[src/rtl/gpr_wr_arbiter.sv]
// rtl/gpr_wr_arbiter.sv - GPR write-port arbiter (round-robin when GPR_ARB_RR_EN is defined, else fixed priority)
module gpr_wr_arbiter #(
  parameter int NUM_REQ = 3,
  parameter int GPR_ASZ = 5,
  parameter int RSZ     = 32,
  parameter int CNT_W   = 16
) (
  input  logic                                   clk_in,
  input  logic                                   reset_in,
  input  logic [NUM_REQ-1:0]                     req_valid,
  input  logic [NUM_REQ-1:0][GPR_ASZ-1:0]        req_addr,
  input  logic [NUM_REQ-1:0][RSZ-1:0]            req_data,
  output logic [NUM_REQ-1:0]                     req_ready,
  output logic                                   Rd_wr,
  output logic [GPR_ASZ-1:0]                     Rd_addr,
  output logic [RSZ-1:0]                         Rd_data,
  output logic [$clog2(NUM_REQ)-1:0]             last_grant,
  output logic [CNT_W-1:0]                       contend_cnt
);

  localparam int GW = $clog2(NUM_REQ);

  logic [GW-1:0]      ptr;
  logic [GW-1:0]      gnt_idx;
  logic               gnt_any;
  logic               xfer;
  logic               multi;
  logic               wr_q;
  logic [GPR_ASZ-1:0] win_addr;
  int                 sel_idx;
  int                 nvalid;

`ifdef GPR_ARB_RR_EN
  // Rotate the search start to just past the most recent winner
  always_ff @(posedge clk_in) begin
    if (!reset_in) begin
      ptr <= '0;
    end else if (xfer) begin
      ptr <= (gnt_idx == GW'(NUM_REQ - 1)) ? '0 : gnt_idx + 1'b1;
    end
  end
`else
  assign ptr = '0;
`endif

  // Search requesters starting at ptr, wrapping; first valid one wins
  always_comb begin
    gnt_any = 1'b0;
    gnt_idx = '0;
    sel_idx = 0;
    for (int k = 0; k < NUM_REQ; k++) begin
      sel_idx = int'(ptr) + k;
      if (sel_idx >= NUM_REQ) sel_idx = sel_idx - NUM_REQ;
      if (!gnt_any && req_valid[sel_idx[GW-1:0]]) begin
        gnt_any = 1'b1;
        gnt_idx = sel_idx[GW-1:0];
      end
    end
  end

  // One-hot ready, suppressed entirely while reset is held
  always_comb begin
    req_ready = '0;
    if (reset_in && gnt_any) req_ready[gnt_idx] = 1'b1;
  end

  // Count simultaneous requesters for the contention statistic
  always_comb begin
    nvalid = 0;
    for (int i = 0; i < NUM_REQ; i++) begin
      if (req_valid[i]) nvalid = nvalid + 1;
    end
  end

  assign multi    = (nvalid > 1);
  assign xfer     = reset_in & gnt_any;
  assign win_addr = req_addr[gnt_idx];

  // Register the winning write; x0 writes are accepted but never strobed
  always_ff @(posedge clk_in) begin
    if (!reset_in) begin
      wr_q        <= 1'b0;
      Rd_addr     <= '0;
      Rd_data     <= '0;
      last_grant  <= '0;
      contend_cnt <= '0;
    end else begin
      wr_q <= xfer && (win_addr != '0);
      if (xfer && (win_addr != '0)) begin
        Rd_addr <= win_addr;
        Rd_data <= req_data[gnt_idx];
      end
      if (xfer) last_grant <= gnt_idx;
      if (multi && (contend_cnt != '1)) contend_cnt <= contend_cnt + 1'b1;
    end
  end

  // A write registered just before reset must not reach the GPR file
  assign Rd_wr = wr_q & reset_in;

endmodule

[config.mk]
export PLATFORM = sky130hd
export DESIGN_NAME = gpr_wr_arbiter
export DESIGN_NICKNAME = d
export VERILOG_FILES = /design/src/rtl/gpr_wr_arbiter.sv
export SDC_FILE = /design/constraint.sdc
export NUM_CORES = 1
export LEC_CHECK = 0
export BUFFER_PORTS_ARGS = -buffer_cell sky130_fd_sc_hd__buf_2
export CORE_ASPECT_RATIO = 1.1
export CORE_UTILIZATION = 32
export CTS_BUF_LIST = sky130_fd_sc_hd__clkbuf_8 sky130_fd_sc_hd__clkbuf_16
export DETAILED_ROUTE_END_ITERATION = 7
export GPL_ROUTABILITY_DRIVEN = 0
export SLEW_MARGIN = 0
export SYNTH_ARGS = -nofsm -noshare
export SYNTH_HDL_FRONTEND = slang
export SYNTH_SLANG_ARGS = --single-unit
export TNS_END_PERCENT = 5
[constraint.sdc]
create_clock -name clk_in -period 4.23 [get_ports clk_in]
set_input_delay 0.423 -clock clk_in [delete_from_list [all_inputs] [get_ports clk_in]]
set_output_delay 0.423 -clock clk_in [all_outputs]
set_load 0.01 [all_outputs]
-- Word-level counts from Yosys, hierarchy flattened
Cells that the tools add are included.
- bits in registers: 56
- bits in latches: 0
- memory bits (writable): 0
- ROM bits: 0
- input bits: 116
- word-level logic and storage cells: 38
- memories: 0
- $add $sub $neg: 3
- $mul: 0
- divide/modulo/power cells: 0
- magnitude comparators: 3
- equal/unequal tests: 1
- shift-type cells: 0
- muxes and demuxes: 15
- bitwise gates (word level): 2
- reduce and logical (&&, ||, !) cells: 9
- operator list (kind ; number):
    2-to-1 mux 32 bit ; 3
    binary-select mux 32 bit (select 2 bit) ; 1
    adder 32 x 2 -> 32 bit (second input constant) ; 1
    > comparator 32 x 2 -> 1 bit (second input constant) ; 1
    adder 16 x 1 -> 16 bit (second input constant) ; 1
    != test 16 bit (second input constant) ; 1
    binary-select mux 5 bit (select 2 bit) ; 1
    logical AND 1 bit ; 6
    2-to-1 mux 1 bit ; 6
    2-to-1 mux 5 bit ; 1
    nonzero test 5 bit ; 1
    < comparator 2 x 3 -> 1 bit (second input constant) ; 1
    2-to-1 mux 3 bit ; 1
    adder 1 x 1 -> 2 bit (second input constant) ; 1
    AND 1 bit ; 2
    demux 1 bit (select 2 bit) ; 1
    greater-or-equal comparator 2 x 1 -> 1 bit (second input constant) ; 1
    zero test 1 bit ; 2
    2-to-1 mux 2 bit ; 1

-- Longest topological paths before layout
Gate-level depths: netlist (run 1).
- depth after elaboration: 12
- gate-level depth with buffers: 11
- gate-level depth less buffers: 7

-- Least setup slack after synthesis (run 1)
OpenSTA, ideal clock, no wires.
- path type: input port to flip-flop
- from: in req_valid[0]
- to: reg Rd_data[18]
- library setup time: 0.117 ns
- arrival time: 2.164 ns
- data required time: 4.113 ns
- slack: 1.949 ns
- cell stages on the path: 9
- cells stage by stage: inv_1 > ha_1 > buf_2 > nand2_1 > buf_2 > mux2i_1 > nand2_1 > buf_2 > a32o_1
- longest elaborated chain between the ends: 11
- RTL lines (element ; line ; source):
    from (decl) ; 10 ; input logic [NUM_REQ-1:0] req_valid,
    2-to-1 mux 1 bit (*) ; 54 ; if (!gnt_any && req_valid[sel_idx[GW-1:0]]) begin
    zero test 1 bit ; 54 ;
    logical AND 1 bit ; 54 ;
    2-to-1 mux 1 bit ; 54 ;
    zero test 1 bit ; 54 ;
    logical AND 1 bit ; 54 ;
    2-to-1 mux 2 bit ; 54 ;
    binary-select mux 5 bit (select 2 bit) ; 77 ; assign win_addr = req_addr[gnt_idx];
    2-to-1 mux 5 bit (implied by the code) ; 77 ;
    nonzero test 5 bit ; 89 ; if (xfer && (win_addr != '0)) begin
    logical AND 1 bit ; 89 ;
    to (signal assigned) ; 91 ; Rd_data <= req_data[gnt_idx];
    to (decl) ; 16 ; output logic [RSZ-1:0] Rd_data,
Mark *: on every way between the ends. The rest lies on a longest branch, timed or not. The select of a mux whose other input is x is not followed.
A chain may end at the register's enable or synchronous reset.

-- Worst setup path after layout (run 1)
- from: in req_valid[0]
- to: reg Rd_data[26]
The elaborated chain is that of the path after synthesis.

==> results of run 1 <==
## metrics by stage
step | util [%] | area (sq um) | worst slack, ns
finish | 43.7 | 4590 | 1.13
global route | 43.7 | 4590 | 0.802
CTS | 43.7 | 4590 | 1.11
detailed placement | 42.3 | 4440 | 0.765
global placement | 42.3 | 4440 | 0.969
floorplan | - | 3490 | 1.95
## power by group through the flow
| stage | Sequential, W | Combinational (W) | Clock, W |
|---|---|---|---|
| final | 0.000615 | 0.000346 | 0.000429 |
| after global routing | 0.000622 | 0.000381 | 0.000466 |
| after CTS | 0.000615 | 0.000350 | 0.000451 |
| after detailed placement | 0.000627 | 0.000349 | 0 |
| after global placement | 0.000626 | 0.000341 | 0 |
| after floorplan | 0.000646 | 0.000178 | 0 |
## sequential cells by signal (all words and copies together) (netlist names)
| signal | count |
|---|---|
| last_grant | 2 |
| wr_q | 1 |
| contend_cnt | 16 |
| Rd_addr | 5 |
| Rd_data | 32 |
## path summary, 6_finish.rpt
| kind | from | endpoint | slack, ns | depth (start not counted) |
|---|---|---|---|---|
| worst min-delay path | Rd_data[21] | Rd_data[21] | 0.50 | 1 |
| worst max register to register | contend_cnt[2] | contend_cnt[14] | 2.17 | 5 |
| worst min register to register | Rd_data[21] | Rd_data[21] | 0.50 | 1 |
| worst max-delay path | req_valid[0] | Rd_data[26] | 1.13 | 8 |
## final cells by class
type | count | area [sq um]
Inverter | 6 | 22.5
Fill cell | 1047 | 5900
Multi-Input combinational cell | 285 | 2180
Tap cell | 143 | 179
Clock inverter | 2 | 15.0
Sequential cell | 56 | 1120
Timing Repair Buffer | 182 | 931
Clock buffer | 6 | 139
## cell families (layout without fill, tap and decap cells)
kind of cell | Yosys count | in the layout | synth area share [%]
AOI/OAI and AO/OA | 93 | 93 | 20.9
adders and majority gates | 5 | 5 | 1.79
DFF | 56 | 56 | 32.1
and+or+nand+nor | 115 | 115 | 17.6
xor gates and xnor gates | 4 | 4 | 1.00
buffers and inverters | 46 | 196 | 6.13
muxes | 68 | 68 | 20.4
## layer usage
layer | vias to the layer above | wire length (microns) | part of all wire, %
met2 | 117 | 4940 | 48
li1 | 1796 | - | -
met3 | 6 | 574 | 5.6
met4 | 0 | 51 | 0.50
met1 | 1674 | 4620 | 45
met5 | - | 0 | 0
## layout by cell type (no fill, tap or decap), types with 2 or more instances in the layout
cell type / synthesis / routed
dfxtp_1: 56 / 56
a21oi_1: 3 / 3
nor3b_1: 2 / 2
buf_4: 2 / 8
a31oi_1: 22 / 22
inv_1: 5 / 5
nor3_1: 19 / 19
mux2i_1: 44 / 43
a32o_1: 13 / 13
nand2b_1: 8 / 8
o21ai_0: 8 / 8
and2_1: 5 / 5
nand4_1: 23 / 23
ha_1: 5 / 4
buf_2: 15 / 174
a211oi_1: 14 / 14
nand2_1: 21 / 20
mux2_2: 23 / 23
nor4_1: 2 / 2
clkinvlp_4: 0 / 2
a21boi_0: 2 / 2
o311ai_0: 15 / 15
nand3_1: 5 / 5
a21boi_1: 2 / 2
nor2_1: 19 / 19
xor2_1: 3 / 3
o311ai_1: 4 / 4
or3_1: 2 / 2
and3_1: 2 / 2
clkbuf_16: 0 / 5
==> flow_summary.ini, run 1 <==
[run_status]
status = finished, final reports clean

[global_route]
grt.met1_usage_pct = 23.1
grt_pass1_vias = 3200
grt_max_degree = 50
grt_overflow_total = 0
met2_usage_pct = 29.2
grt_use_met3_pct = 3.20
track_usage_pct = 17.3
antenna_found_initial = 0
busiest_layer = met2
grt_pass1_wl_microns = 15800

[die]
die_area_sq_um = 11300
rows = 39
dieHeight_microns = 112
num_io_pins = 175
core_area_sq_um = 10500
die_w_microns = 102
initial_core_util_pct = 33.2

[clocking]
insertion_delay_ns = 0.29
clockRootBuffer = clkbuf_16
cts_made_buffers = 5
cts_setup_buffers = 0
clk_path_buf_depth = 2
cts_tree = done
clk_pin_slew_ns = 0.07
htreeDepth = 2
hold_buffers = 0
cts_resized = 0
clock_sinks = 56

[finish]
final_cells = 680
area_delta_synth_final_pct = 31.6
final_layout_size_suffix_gt1_share_pct = 41.7
num_antenna_cells = 0
nets = 657

[worst_setup_path]
path_max_fanout = 21
path_cells = buf_2 > inv_1 > ha_1 > nand2_2 > mux2i_1 > and4_1 > nand2_1 > a32o_1
critical_path_arrival_ns = 3.28
worstSetupPathType = in -> reg
endpoint_kind = flip-flop
path_buf_inv = 2
cpPeakStageDelay_ns = 0.57
path_delay_family = simple AND/OR/NAND/NOR gates
cp-start-kind = input port
cp.required_ns = 4.41
crit_slowest_cell = and4_1

[power_and_ir_drop]
comb_power_share_pct = 24.9
p_seq_share_pct = 44.2
netSwitchingPower_w = 0.000411
irDropWorstVdd_mv = 0.153
p_int_w = 0.000978
sw_frac_of_total_pct = 29.6
p_leak_nw = 2.15
power_w = 0.00139
power_density_nw_per_um2 = 303
clkPwrFrac_pct = 30.9

[sta]
setup_tns_ns = 0
period_needed_ns = 3.10
setup_viol_count_final = 0
rsz0062_at_grt = false
slew_viol_final = 0
period_share_pct = 73.3
fin_hold_ws_ns = 0.495
max_freq_mhz = 322
skew_ns = 0.00926
relSlewSlack_pct = 47.1
max_slew.worst_pin.slew_ns = 0.794
final_hold_viol_count = 0

[routing]
wirelength_microns = 10200
via_per_inst = 5.28
dr.pass1.iters = 4
via_count = 3593
ant_nets = 0
routedWlPerCell_microns = 15.0
drtIter0Drc = 109
drcViolationCount = 0

[synthesis]
yosysMostFrequentCell = dfxtp_1
synth_top_area_share_pct = 32.1
synth_area_sq_um = 3490
synth-seq-cells = 56
syn-mean-instance-area_sq_um = 9.01
yosysWarningCount = 0
yosysTopAreaCell = dfxtp_1
async_flop_share_pct = 0
synth_flop_cell = dfxtp_1
synthTopCellsByCount = dfxtp_1, mux2i_1, mux2_2, nand4_1, a31oi_1
ys_seq_area_share_pct = 32.1
synth_edf_count = 0
synthCells = 387
synthTopCellsByArea = dfxtp_1, mux2i_1, mux2_2, nand4_1, a31oi_1
synthesis.nets = 508
synth_cell_types = 51

[run]
maxCapViolations = 0

[place]
io_buffers = 174
place_inst = 672
dpl.hpwl_microns = 7660

[hold_path]
hold_path_class = reg -> reg
No activity file was read; power rests on OpenSTA's default activity.
==> inputs of run 2 (changes only) <==
- clock period: 4.23 -> 2.9 ns (I/O delays scaled with it)
==> run 2 against run 1 <==
Net effect: first-iteration DRC count up 35%; clock skew down 0.0064 ns; worst setup slack got worse by 0.68 ns; wire length increased by 0.24%; die area unchanged; sequential share of layout area is 0.32 points lower; critical endpoint is now Rd_data[1].
==> flow_summary.ini, run 2 (synthesis gave the netlist of run 1 again) <==
[sta]
setup_tns_ns = 0
fin_hold_ws_ns = 0.379
slew_viol_final = 0
relSlewSlack_pct = 55.5
skew_ns = 0.00283
period_share_pct = 84.5
setup_viol_count_final = 0
period_needed_ns = 2.45
rsz0062_at_grt = false
final_hold_viol_count = 0
max_slew.worst_pin.slew_ns = 0.667
setup_slack_ns = 0.450
max_freq_mhz = 408

[clocking]
cts_tree = done
clockRootBuffer = clkbuf_16
cts_made_buffers = 5
cts_setup_buffers = 0
hold_buffers = 0
cts_resized = 0
htreeDepth = 2
clock_sinks = 56
clk_pin_slew_ns = 0.07
clk_path_buf_depth = 2
insertion_delay_ns = 0.29

[place]
dpl-instance-area_sq_um = 4500
dpl.hpwl_microns = 7730
io_buffers = 174
pre_cts_ws_ns = 0.115

[die]
initial_core_util_pct = 33.2
num_io_pins = 175
die_w_microns = 102
rows = 39
core_area_sq_um = 10500
dieHeight_microns = 112
die_area_sq_um = 11300

[routing]
drcViolationCount = 0
wirelength_microns = 10200
drtIter0Drc = 147
via_per_inst = 5.33
ant_nets = 0
routedWlPerCell_microns = 14.9
dr.pass1.iters = 4
via_count = 3647

[worst_setup_path]
worstSetupPathType = in -> reg
path_max_fanout = 17
cpPeakStageDelay_ns = 0.45
cp.required_ns = 3.08
critical_path_arrival_ns = 2.63
cp-start-kind = input port
crit_slowest_cell = and4_1
endpoint_kind = flip-flop
path_cells = buf_2 > inv_1 > ha_2 > mux2_2 > mux2i_1 > and4_1 > nand2_1 > a32o_1

[global_route]
grt_pass1_vias = 3376
antenna_found_initial = 0
grt_max_degree = 52
track_usage_pct = 17.7
grt_overflow_total = 0
grt_pass1_wl_microns = 16200

[finish]
largest_register = Rd_data
reg_top3 = Rd_data: 32 flops, contend_cnt: 16 flops, Rd_addr: 5 flops
multiInputGateArea_sq_um = 2180
num_antenna_cells = 0
seq_area_sq_um = 1120
largest_reg_flops = 32
final_common_cell = buf_2
fin_area_sq_um = 4650
final_cell_mix = buf_2, dfxtp_1, mux2i_1
nets = 661
final_layout_size_suffix_gt1_share_pct = 41.8
fill_cells = 1061
area_delta_synth_final_pct = 33.3

[power_and_ir_drop]
netSwitchingPower_w = 0.000588
comb_power_share_pct = 25.5
p_leak_nw = 2.19
power_density_nw_per_um2 = 434
irDropWorstVdd_mv = 0.243
sw_frac_of_total_pct = 29.1
p_int_w = 0.00143
power_w = 0.00202
clkPwrFrac_pct = 30.1
p_seq_share_pct = 44.3

[hold_path]
hold_path_class = in -> reg

[run_status]
status = finished, final reports clean

[run]
maxCapViolations = 0
[run 2: worst paths after layout]
check | startpoint | endpoint | slack (ns) | depth (start not counted)
setup reg to reg | contend_cnt[2] | contend_cnt[10] | 0.90 | 5
hold reg to reg | last_grant[0] | last_grant[0] | 0.49 | 2
hold / removal | req_addr[13] | Rd_addr[3] | 0.38 | 3
setup / recovery | req_valid[0] | Rd_data[1] | 0.45 | 8
[run 2: power groups by stage]
stage | combinational, W | sequential, W | clock, W
6_report | 0.000516 | 0.000895 | 0.000609
4_1_cts | 0.000522 | 0.000895 | 0.000630
2_1_floorplan | 0.000260 | 0.000943 | 0
3_3_place_gp | 0.000510 | 0.000910 | 0
5_1_grt | 0.000569 | 0.000907 | 0.000666
3_5_place_dp | 0.000521 | 0.000912 | 0
[run 2: through the flow]
stage | cells | util, %
finish | 684 | 44.3
global route | 684 | 44.3
floorplan | 387 | -
detailed placement | 676 | 42.9
CTS | 684 | 44.3
global placement | 676 | 42.9
[run 2: layout make-up]
class                      count  share of cell area (%)
sequential                    56                    24.1
inverter                       6                   0.484
timing repair buffer         186                    21.5
multi-input combinational    285                    46.9
tap                          143                    3.85
clock buffer                   6                    2.99
clock inverter                 2                   0.161
[run 2: per-layer routing]
metal	part of all wire, %	routed length (microns)	vias up	GRT usage [%]
met2	49	5020	129	30.0
met5	0	0	-	0
met1	44	4530	1705	23.4
met3	5.9	607	4	3.01
met4	0.52	53	0	3.19
li1	-	-	1809	-
[run 2: worst max-delay path, delay by kind of cell]
family	cells	cell delay, ns
muxes	2	0.62
adders and majority gates	1	0.28
and+or+nand+nor	2	0.86
buffers and inverters	2	0.21
AOI/OAI and AO/OA	1	0.36
==> inputs of run 3 (changes only) <==
- clock period: 2.9 -> 2.3 ns (I/O delays scaled with it)
==> run 3 against run 2 <==
Net effect: flip-flop and latch count is the same; clock power increased by 46%; worst hold slack worse by 0.077 ns; sequential power is 26% higher; via count rose by 0.27%; clock skew is 0.0043 ns higher; design area up 2.5%; first-iteration DRC count down 23%; wire length fell by 1.1%; die area stayed put; sequential share of layout area is 0.59 points lower; global-route usage up 0.16 points.
==> flow_summary.ini, run 3 (synthesis gave the netlist of run 1 again) <==
[routing]
routedWlPerCell_microns = 14.6
drtIter0Drc = 113
drcViolationCount = 0
via_per_inst = 5.28
wl_met2_microns = 4960
wl_met3_microns = 539
top_layer_used = met4
wirelength_microns = 10100
dr.pass1.iters = 4
ant_nets = 0
via_count = 3657
met1_length_microns = 4450

[finish]
largest_reg_flops = 32
nets = 670
fin_util_pct = 45.4
num_antenna_cells = 0
area_delta_synth_final_pct = 36.7
final_layout_size_suffix_gt1_share_pct = 43.1
final_cell_mix = buf_2, dfxtp_1, mux2i_1
largest_register = Rd_data
reg_top3 = Rd_data: 32 flops, contend_cnt: 16 flops, Rd_addr: 5 flops
final_common_cell = buf_2

[global_route]
grt_overflow_total = 0
grt_pass1_vias = 3436
grt_pass1_wl_microns = 16400
track_usage_pct = 17.8
antenna_found_initial = 0
grt_max_degree = 52

[die]
dieHeight_microns = 112
rows = 39
num_io_pins = 175
core_area_sq_um = 10500
initial_core_util_pct = 33.2
die_w_microns = 102
die_area_sq_um = 11300

[sta]
fin_hold_ws_ns = 0.303
setup_tns_ns = 0
period_share_pct = 88.5
max_freq_mhz = 491
max_slew.worst_pin.slew_ns = 0.531
slew_viol_final = 0
period_needed_ns = 2.04
setup_viol_count_final = 0
relSlewSlack_pct = 64.3
skew_ns = 0.00709
final_hold_viol_count = 0
rsz0062_at_grt = false

[worst_setup_path]
r2r_setup_slack_ns = 0.26
cp.required_ns = 2.50
endpoint_kind = flip-flop
critical_path_arrival_ns = 2.24
cp-start-kind = flip-flop
worstSetupPathType = reg -> reg
path_max_fanout = 7

[clocking]
cts_setup_buffers = 0
htreeDepth = 2
clk_pin_slew_ns = 0.08
clockRootBuffer = clkbuf_16
hold_buffers = 0
clock_sinks = 56
cts_made_buffers = 5
cts_resized = 0
cts_tree = done
insertion_delay_ns = 0.30
clk_path_buf_depth = 2

[power_and_ir_drop]
power_density_nw_per_um2 = 563
clkPwrFrac_pct = 33.0
sw_frac_of_total_pct = 28.8
p_int_w = 0.00191
netSwitchingPower_w = 0.000774
comb_power_share_pct = 25.0
p_seq_share_pct = 42.0
p_leak_nw = 2.25
irDropWorstVdd_mv = 0.409

[place]
io_buffers = 174
dpl.hpwl_microns = 7660

[hold_path]
hold_path_class = in -> reg

[run]
maxCapViolations = 0

[run_status]
status = finished, final reports clean
run 3: changes by cell type in the layout (fill, tap and decap cells not counted), sizes merged:
cell,delta
clkinvlp,+1
bufinv,+1
buf,+9
inv,-1
clkbuf,-1
run 3: worst paths after layout:
check,startpoint,to,depth (start not counted)
worst min-delay path,req_valid[2],last_grant[1],2
worst max register to register,contend_cnt[2],contend_cnt[14],5
worst min register to register,last_grant[0],last_grant[0],2
worst max-delay path,contend_cnt[2],contend_cnt[14],5
run 3: critical path, cell delays in order (launching register included):
cell and delay [ns]:
dfxtp_1 0.46, and4_4 0.30, nand3_2 0.09, or4b_1 0.63, o31a_1 0.29, o21a_1 0.18
run 3: routing by layer:
layer | up-vias | GRT usage, %
met1 | 1706 | 22.4
li1 | 1820 | -
met5 | - | 0
met2 | 118 | 31.1
met3 | 13 | 3.08
met4 | 0 | 4.35
run 3: final cells by class:
cell class,instances,area [sq um]
clock buffer,5,125
clock inverter,3,46.3
timing repair buffer,195,1090
multi-input combinational,285,2180
inverter,6,22.5
tap,143,179
sequential,56,1120
fill,1035,5720
run 3: stage by stage:
stage / worst slack, ns / std cells / instance area [sq um] / total power (W)
6_report: 0.264 / 693 / 4770 / 0.00269
5_1_grt: 0.0757 / 693 / 4770 / 0.00284
4_1_cts: 0.260 / 693 / 4770 / 0.00272
3_5_place_dp: -0.0206 / 685 / 4600 / 0.00183
3_3_place_gp: 0.0741 / 685 / 4600 / 0.00181
2_1_floorplan: 0.212 / 387 / 3490 / 0.00152
run 3: power groups by stage:
stage	Clock [W]	Combinational, W	Sequential, W
floorplan	0	0.000328	0.00119
global placement	0	0.000659	0.00115
detailed placement	0	0.000678	0.00115
CTS	0.000908	0.000679	0.00113
global route	0.000959	0.000741	0.00114
finish	0.000887	0.000671	0.00113
